**config.mk**
```make
export PLATFORM = sky130hd
export DESIGN_NAME = radicador_param
export DESIGN_NICKNAME = d
export VERILOG_FILES = /design/src/rtl/radicador_param.sv
export SDC_FILE = /design/constraint.sdc
export NUM_CORES = 1
export LEC_CHECK = 0
export ABC_AREA = 1
export BUFFER_PORTS_ARGS = -buffer_cell sky130_fd_sc_hd__buf_2
export CAP_MARGIN = 30
export CORE_UTILIZATION = 58
export DETAILED_ROUTE_END_ITERATION = 12
export PLACE_DENSITY = 0.8
export SLEW_MARGIN = 30
export SYNTH_ARGS = -nofsm -noshare
export SYNTH_HDL_FRONTEND = slang
export SYNTH_SLANG_ARGS = --single-unit
```
**constraint.sdc**
```tcl
create_clock -name CLK -period 2.25 [get_ports CLK]
set_input_delay 0.225 -clock CLK [delete_from_list [all_inputs] [get_ports CLK]]
set_output_delay 0.225 -clock CLK [all_outputs]
set_load 0.02 [all_outputs]
```
**src/rtl/radicador_param.sv**
```systemverilog
// radicador_param: WIDTH-bit integer square root with remainder, two operand bits per clock, START/FIN handshake.
// Optional macro RADICADOR_ROUND_EN adds a one-cycle ROUND state that rounds ROOT to nearest (saturating).
module radicador_param #(
    parameter int WIDTH = 16
) (
    input  logic               CLK,
    input  logic               RESET,
    input  logic               START,
    input  logic [WIDTH-1:0]   X,
    output logic               BUSY,
    output logic               FIN,
    output logic [WIDTH/2-1:0] ROOT,
    output logic [WIDTH/2:0]   REM
);
    localparam int RW = WIDTH / 2;
    localparam int CW = (RW > 1) ? $clog2(RW) : 1;

    typedef enum logic [1:0] {IDLE, CALC, ROUND, DONE} state_t;

    state_t        state;
    logic [WIDTH-1:0] op_q;
    logic [RW-1:0] root_q;
    logic [RW:0]   rem_q;
    logic [CW-1:0] cnt_q;

    logic [RW+1:0] trial;
    logic [RW+1:0] test;
    logic          fits;
    logic [RW:0]   rem_next;
    logic [RW-1:0] root_next;

    // NOTE: every signal is assigned on every path through always_comb, so no latch can be inferred.
    always_comb begin
        // rem_q's top bit is always zero before the final iteration, so truncating it is lossless.
        trial     = (RW+2)'({rem_q, op_q[WIDTH-1 -: 2]});
        test      = {root_q, 2'b01};
        fits      = (trial >= test);
        rem_next  = fits ? (RW+1)'(trial - test) : (RW+1)'(trial);
        root_next = {root_q[RW-2:0], fits};
    end

    // NOTE: all state here is sequential, so only non-blocking assignments are used.
    always_ff @(posedge CLK or posedge RESET) begin
        if (RESET) begin
            state  <= IDLE;
            op_q   <= '0;
            root_q <= '0;
            rem_q  <= '0;
            cnt_q  <= '0;
            ROOT   <= '0;
            REM    <= '0;
            BUSY   <= 1'b0;
            FIN    <= 1'b0;
        end else begin
            case (state)
                IDLE: begin
                    if (START) begin
                        op_q   <= X;
                        root_q <= '0;
                        rem_q  <= '0;
                        cnt_q  <= '0;
                        BUSY   <= 1'b1;
                        state  <= CALC;
                    end
                end
                CALC: begin
                    op_q   <= {op_q[WIDTH-3:0], 2'b00};
                    root_q <= root_next;
                    rem_q  <= rem_next;
                    cnt_q  <= cnt_q + 1'b1;
                    if (cnt_q == CW'(RW-1)) begin
`ifdef RADICADOR_ROUND_EN
                        state <= ROUND;
`else
                        ROOT  <= root_next;
                        REM   <= rem_next;
                        BUSY  <= 1'b0;
                        FIN   <= 1'b1;
                        state <= DONE;
`endif
                    end
                end
`ifdef RADICADOR_ROUND_EN
                ROUND: begin
                    // Round up when the remainder exceeds the root, unless the root is already all ones.
                    ROOT  <= (rem_q > {1'b0, root_q} && root_q != '1) ? root_q + 1'b1 : root_q;
                    REM   <= rem_q;
                    BUSY  <= 1'b0;
                    FIN   <= 1'b1;
                    state <= DONE;
                end
`endif
                DONE: begin
                    if (!START) begin
                        FIN   <= 1'b0;
                        state <= IDLE;
                    end
                end
                default: state <= IDLE;
            endcase
        end
    end
endmodule

```
# ---- Yosys cells after proc, flatten, opt, wreduce, memory -nomap -nowiden
# Cells that the tools add are included.
dict set report word_totals {
  wordCells 45
  regBits 56
  romBits 0
  latchBits 0
  inputBits 19
  ramBits 0
  mem_count 0
}
dict set report op_classes {
  div_mod_pow 0
  multipliers 0
  n_lt_le_gt_ge 1
  addsub 2
  reduce_logical 8
  eq_ne 6
  bitwise 0
  n_mux 19
  shift 0
}
# cell count
set ops {}
lappend ops {{$pmux 16 s2} 1}
lappend ops {{$pmux 8 s2} 2}
lappend ops {{$mux 16} 1}
lappend ops {{$mux 8} 2}
lappend ops {{$ge 10x10->1} 1}
lappend ops {{$mux 9} 1}
lappend ops {{$reduce_and 3->1} 3}
lappend ops {{$sub 9x9->9} 1}
lappend ops {{$mux 2} 3}
lappend ops {{$ne 2x2->1 const B} 3}
lappend ops {{$pmux 2 s3} 1}
lappend ops {{$pmux 3 s2} 1}
lappend ops {{$mux 1} 4}
lappend ops {{$pmux 1 s2} 2}
lappend ops {{$reduce_and 2->1} 2}
lappend ops {{$reduce_bool 2->1} 2}
lappend ops {{$add 3x1->3 const B} 1}
lappend ops {{$eq 3x3->1 const B} 1}
lappend ops {{$mux 3} 1}
lappend ops {{$eq 2x1->1 const B} 1}
lappend ops {{$eq 2x2->1 const B} 1}
lappend ops {{$logic_not 2->1} 1}

# ---- Logic depth before layout (Yosys ltp)
# Gate-level depths: netlist of the first run.
dict set report logic_depth {
  word_depth 3
  ltp_mapped 12
  mapped_depth_nobuf 12
}

# ---- Worst setup path after synthesis of the first run
# No wires, ideal clock.
dict set report synth_path {
  path_type {flip-flop to flip-flop}
  start {register root_q[3]}
  end {register REM[5]}
  slack_ps 580
  setup_time_ps 117
  stages_incl_launch_ff 13
  t_arrival_ps 1553
  cell_sequence {dfrtp_1 > inv_1 > ha_1 > nand2_2 > inv_1 > a21oi_2 > nand2_2 > nand2_4 > nand2_8 > nand2_2 > nand2_2 > nand2_1 > nand2_1}
}
dict set report synth_via {
  elab_chain_cells 2
  elab_cells_between_ends 3
}
# element line
set synth_rtl {}
lappend synth_rtl {{from (decl)} 22} ;# logic [RW-1:0] root_q;
lappend synth_rtl {{from (signal assigned)} 68} ;# root_q <= root_next;
lappend synth_rtl {{$sub 9x9->9 or $ge 10x10->1 (tied branches)} {38, 37}}
lappend synth_rtl {{$mux 9 (*)} 38} ;# rem_next = fits ? (RW+1)'(trial - test) : (RW+1)'(trial);
lappend synth_rtl {{to (signal assigned)} 76} ;# REM <= rem_next;
lappend synth_rtl {{to (decl)} 13} ;# output logic [WIDTH/2:0] REM
# Mark *: on every way between the ends. The rest lies on a longest branch, timed or not.
# A chain may end at the register's enable or synchronous reset.

# ---- Final worst setup path of the first run
dict set report layout_path {
  start {register root_q[3]}
  end {register REM[7]}
}
# The elaborated chain is that of the path after synthesis.

==> results of run 1 <==
[layout make-up]
class	count	area share [%]
sequential	56	41.8
tap	67	2.50
inverter	33	3.69
timing repair buffer	41	6.86
multi-input combinational	245	42.5
clock buffer	8	2.68
[placed cells by master, fill, tap and decap left out, types with 3 or more instances in the layout]
| master | netlist | routed |
|---|---|---|
| o22ai_1 | 6 | 6 |
| nand3_1 | 22 | 22 |
| nand2_2 | 15 | 15 |
| ha_1 | 12 | 12 |
| inv_2 | 6 | 7 |
| a21oi_1 | 4 | 4 |
| o21ai_0 | 15 | 15 |
| nor2_4 | 5 | 5 |
| buf_2 | 4 | 37 |
| o21ai_2 | 7 | 7 |
| inv_1 | 27 | 26 |
| clkbuf_8 | 0 | 6 |
| nand3b_1 | 3 | 3 |
| nor2_2 | 13 | 13 |
| nand2_1 | 111 | 111 |
| a21oi_2 | 13 | 13 |
| dfrtp_1 | 56 | 56 |
| xor2_1 | 3 | 3 |
[sequential cells by signal, summed over array words and instances, names as in the netlist]
| name | cells |
|---|---|
| BUSY | 1 |
| FIN | 1 |
| REM | 9 |
| ROOT | 8 |
| cnt_q | 3 |
| op_q | 16 |
| rem_q | 8 |
| root_q | 8 |
| state | 2 |
[kinds of logic (layout without fill, tap and decap cells)]
logic type / Yosys count / in the layout / share of synthesized area (%)
buf+inv: 44 / 82 / 6.73
fa+ha+maj: 12 / 12 / 4.95
simple gates: 175 / 175 / 28.4
compound gates: 55 / 55 / 12.9
xor+xnor: 3 / 3 / 0.867
flops: 56 / 56 / 46.2
[worst register-to-register path: cells and delay by family, from the launching register on]
| family | cells | cell delay, ns |
|---|---|---|
| AOI/OAI and AO/OA | 1 | 0.18 |
| adders and majority gates | 1 | 0.31 |
| DFF | 1 | 0.38 |
| buffers and inverters | 2 | 0.19 |
| and+or+nand+nor | 8 | 0.73 |
[per-stage QoR]
stage	setup WS [ns]	util (%)	hold WS, ns
2_1_floorplan	0.580	-	0.342
3_3_place_gp	0.432	66.7	0.321
3_5_place_dp	0.389	66.7	0.330
4_1_cts	0.366	68.8	0.110
5_1_grt	0.193	68.8	0.121
6_report	0.355	68.8	0.111
[path summary, 6_finish.rpt]
path / slack [ns] / to / start
setup / recovery: 0.36 / REM[7]$_DFFE_PP0P_ / root_q[3]$_DFFE_PP0P_
hold / removal: 0.11 / op_q[0]$_DFFE_PP0P_ / X[0]
setup reg to reg: 0.36 / REM[7]$_DFFE_PP0P_ / root_q[3]$_DFFE_PP0P_
hold reg to reg: 0.48 / op_q[0]$_DFFE_PP0P_ / op_q[0]$_DFFE_PP0P_
max in group asynchronous: 1.17 / rem_q[0]$_DFFE_PP0P_ / RESET
min in group asynchronous: 0.52 / ROOT[6]$_DFFE_PP0P_ / RESET
[layer usage]
layer  routed length [um]  vias up  track usage [%]
li1                     -     1181                -
met1                 2740     1110             32.5
met2                 3000       38             42.3
met3                  178        7             3.39
met4                   78        0             7.13
met5                    0        -                0
==> flow_summary_export.csv, run 1 <==
group,metric,value,unit
run_status,status,"complete, no violations",
hold_path,hold_class,"input pin to register",
logic_synthesis,synth-seq-cells,56,
setup_path,slowest_delay,0.38,ns
flow_run,cap_violations,0,
cts,htree_levels,2,
cts,cts_tree,"done",
sta,fin_crit_sh,84.2,%
sta,worstMarginPinSlew,0.594,ns
grt,grt_pass1_wl,10200,um
logic_synthesis,synth_common_cells,"111 x nand2_1, 56 x dfrtp_1, 27 x inv_1, 22 x nand3_1",
drt,drt_iter0_markers,156,
die,pin_count,38,
sta,slew_headroom,60.3,%
sta,slew_violations,0,
logic_synthesis,synth_flop_cell,"dfrtp_1",
cts,clockRootBuffer,"clkbuf_8",
sta,setup_tns,0,ns
setup_path,path_depth,12,
setup_path,criticalPathCategory,"register to register",
cts,clk_pin_slew,0.10,ns
cts,clock-sinks,56,
grt,grt_max_degree,31,
cells_and_area,instances_no_fill,450,
setup_path,crit_path_frequent_cell,"nand2_2",
setup_path,worstPathRequired,2.46,ns
drt,routed_wl,6000,um
logic_synthesis,syn_avg_cell_area,8.79,um^2
placed_design,io_buffers,37,
sta,rsz0062_at_grt,"false",
cts,hold_buffers,1,
setup_path,worst-path-buf-inv,2,
logic_synthesis,synth_warnings,0,
placed_design,placed_cells,441,
logic_synthesis,yosysUniqueCellTypes,30,
logic_synthesis,yosysSeqAreaShare,46.2,%
cells_and_area,fillers,411,
cells_and_area,nNetsFinal,413,
drt,via_count,2336,
logic_synthesis,synthTopCellsByArea,"dfrtp_1 46%, nand2_1 14%, ha_1 5.0%, a21oi_2 3.8%, nand3_1 3.6%",
die,die_h,74.3,um
die,coreArea,4880,um^2
grt,antenna_found_initial,0,
hold_path,hold_path_depth,3,
setup_path,path_cells,"inv_1 -> ha_1 -> nand2_2 -> inv_1 -> a21oi_2 -> nand2_2 -> nand2_4 -> nand2_8 -> nand2_2 -> nand2_2 -> nand2_1 -> nand2_1",
setup_path,slowest_stage,"dfrtp_1",
logic_synthesis,synth_top_cell_area_share,46.2,%
logic_synthesis,synthArstFlopShare,100,%
drt,dr.pass1.iters,4,
cts,clock_path_buffers,2,
grt,gr-total-overflow,0,
drt,wl_per_cell,13.3,um
setup_path,path_delay_family,"simple AND/OR/NAND/NOR gates",
logic_synthesis,yosys.area.top_type,"dfrtp_1",
logic_synthesis,synth_cells,345,
setup_path,r2r_cells,12,
placed_design,gp_congestion,0.894,
sta,fin_skew,0.00402,ns
die,design.die.area,5520,um^2
logic_synthesis,synth.most_common_cell,"nand2_1",
drt,drc_errors,0,
cells_and_area,multi_input_area,1430,um^2
cts,cts.repair.resized,0,
die,num_rows,25,
grt,grt_pass1_vias,2181,
setup_path,worstPathArrival,2.10,ns
cells_and_area,drive_above_1_share,29.2,%
setup_path,critPathMaxFanout,10,
cts,clk-insertion-delay-late,0.31,ns
cells_and_area,diodes,0,
setup_path,startpoint_type,"register",
logic_synthesis,syn-num-nets,376,
sta,hold_viol_final,0,
logic_synthesis,synth-edff-count,0,
placed_design,place_area,3260,um^2
placed_design,dp_hpwl,4340,um
drt,viasPerCell,5.19,
cells_and_area,design_area,3360,um^2
sta,fmax,528,MHz
logic_synthesis,synth.cell_area,3030,um^2
sta,finalSetupViolCount,0,
drt,drtAntennaViolNets,0,
cells_and_area,seq_area,1400,um^2
sta,finalCriticalPeriod,1.89,ns
cts,cts_setup_buffers,0,
die,die_w,74.3,um
grt,track_usage,24.6,%
cells_and_area,area.growth.synth_to_final,10.7,%
setup_path,end_kind,"register",
die,start_util,62.1,%
cts,numCtsBuffers,5,
Power of run 1 is left out: the tool's default activity adds up to more than one toggle a clock period on the data nets, which glitch-free logic cannot reach.
==> run 2, diff against run 1 <==
- clock period: 2.25 -> 1.77 ns (I/O delays scaled with it)
==> run 2 against run 1 <==
The run now ends with setup timing left. Die area unchanged. Hold slack got worse by 0.049 ns. Final area increased by 16%. Flip-flop and latch count unchanged. Critical path depth decreased by 1. Utilization increased by 11 points. Register-to-register slack got worse by 0.42 ns. First-iteration DRC count increased by 96%. Final cell count increased by 6.7%. Wire length increased by 27%. Non-clock buffer count increased by 29.
==> flow_summary_export.csv, run 2 (same netlist as run 1, synthesis figures left out) <==
group,metric,value,unit
die,die_h,74.3,um
placed_design,io_buffers,37,
grt,track_usage,27.1,%
cells_and_area,area.growth.synth_to_final,28.2,%
cells_and_area,largest_register_ffs,16,
drt,viasPerCell,5.62,
drt,drc_errors,0,
cts,numCtsBuffers,5,
drt,drtAntennaViolNets,0,
setup_path,critPathMaxFanout,6,
placed_design,gp_congestion,0.885,
setup_path,startpoint_type,"register",
cells_and_area,layout_common_cells,"96 x nand2_1, 55 x dfrtp_1, 37 x buf_2, 28 x buf_4, 23 x nand2_2",
sta,fin_crit_sh,103,%
sta,setup_ws,-0.0605,ns
cts,clk-insertion-delay-late,0.31,ns
die,start_util,62.1,%
cts,clk_pin_slew,0.09,ns
hold_path,hold_class,"input pin to register",
setup_path,r2r_cells,11,
drt,drt_iter0_markers,306,
sta,finalCriticalPeriod,1.83,ns
cts,cts_tree,"done",
die,die_w,74.3,um
setup_path,r2r_start,"rem_q[3]$_DFFE_PP0P_",
drt,dr.pass1.iters,4,
sta,hold_viol_final,0,
drt,via_count,2697,
setup_path,rr_endpoint,"rem_q[3]$_DFFE_PP0P_",
drt,wl_per_cell,15.9,um
die,num_rows,25,
die,design.die.area,5520,um^2
cts,clock_path_buffers,2,
placed_design,dp_hpwl,4460,um
die,coreArea,4880,um^2
sta,slew_violations,0,
sta,slew_headroom,72.5,%
grt,grt_pass1_wl,11200,um
grt,antenna_found_initial,0,
run_status,violations,"setup timing",
grt,grt_max_degree,57,
sta,finalSetupViolCount,12,
sta,setup_tns,-0.365,ns
flow_run,cap_violations,0,
setup_path,critical_path.startpoint,"rem_q[3]$_DFFE_PP0P_",
run_status,status,"finished, violations left",
cells_and_area,layout_commonest_cell,"nand2_1",
cells_and_area,largest_register,"op_q",
cells_and_area,drive_above_1_share,44.8,%
setup_path,end_kind,"register",
sta,fmax,546,MHz
grt,gr-total-overflow,0,
setup_path,r2r_setup_slack,-0.06,ns
sta,fin_skew,0.00242,ns
drt,routed_wl,7620,um
cells_and_area,top_regs,"op_q (16), REM (9)",
cts,htree_levels,2,
setup_path,cp-endpoint,"rem_q[3]$_DFFE_PP0P_",
sta,whs,0.0621,ns
setup_path,worstPathArrival,2.04,ns
setup_path,worstPathRequired,1.97,ns
cts,clock-sinks,56,
grt,grt_pass1_vias,2445,
cts,clockRootBuffer,"clkbuf_8",
cells_and_area,nNetsFinal,444,
die,pin_count,38,
sta,worstMarginPinSlew,0.412,ns
sta,rsz0062_at_grt,"true",
setup_path,criticalPathCategory,"register to register",
cells_and_area,diodes,0,
==> run 2: worst max-delay path, cell delays in order (launching register included) <==
cell     delay, ns
dfrtp_1       0.47
ha_4          0.30
nand2_2       0.07
nand2_2       0.08
a21oi_4       0.17
nand2_4       0.12
nand2_8       0.14
nand2_8       0.08
nand2_4       0.07
nand2_4       0.06
nand2_4       0.07
nand2_2       0.06
==> run 2: area by class of cell <==
class	count	area, um^2
Timing Repair Buffer	70	485
Multi-Input combinational cell	247	1710
Clock buffer	6	72.6
Fill cell	301	992
Clock inverter	1	5.00
Tap cell	67	83.8
Inverter	33	126
Sequential cell	56	1400
==> run 2: layer usage <==
| layer | track usage, % | vias up | routed length [um] |
|---|---|---|---|
| met1 | 34.7 | 1318 | 2950 |
| li1 | - | 1252 | - |
| met2 | 46.2 | 95 | 4030 |
| met5 | 0 | - | 0 |
| met4 | 10.3 | 0 | 261 |
| met3 | 5.01 | 32 | 378 |
==> run 2: stage by stage <==
step | worst slack (ns) | std cells | cell area, um^2 | utilization [%]
2_1_floorplan | 0.100 | 345 | 3030 | -
3_3_place_gp | -0.0311 | 458 | 3410 | 69.8
3_5_place_dp | -0.0720 | 458 | 3410 | 69.8
4_1_cts | 0.00917 | 471 | 3580 | 73.3
5_1_grt | -0.125 | 480 | 3890 | 79.7
6_report | -0.0605 | 480 | 3890 | 79.7
==> run 2: worst min path at each step <==
stage,startpoint,to,slack [ns],cells after the start
3_3_place_gp,RESET,ROOT[6]$_DFFE_PP0P_,0.25,3
3_5_place_dp,RESET,ROOT[3]$_DFFE_PP0P_,0.25,3
2_1_floorplan,X[0],op_q[0]$_DFFE_PP0P_,0.29,2
5_1_grt,X[0],op_q[0]$_DFFE_PP0P_,0.06,3
6_report,X[1],op_q[1]$_DFFE_PP0P_,0.06,3
4_1_cts,X[1],op_q[1]$_DFFE_PP0P_,0.06,3
==> run 2: what timing repair did <==
item                                   4_1_cts  5_1_grt
endpoints found under the hold margin       56        0
gates resized for setup                      4       51
cloned                                       0        2
setup endpoints to repair                   19       19
hold buffers                                 1        0
buffers inserted                             5        7
pin swaps                                    3       19
Power of run 2 is left out for the same reason.
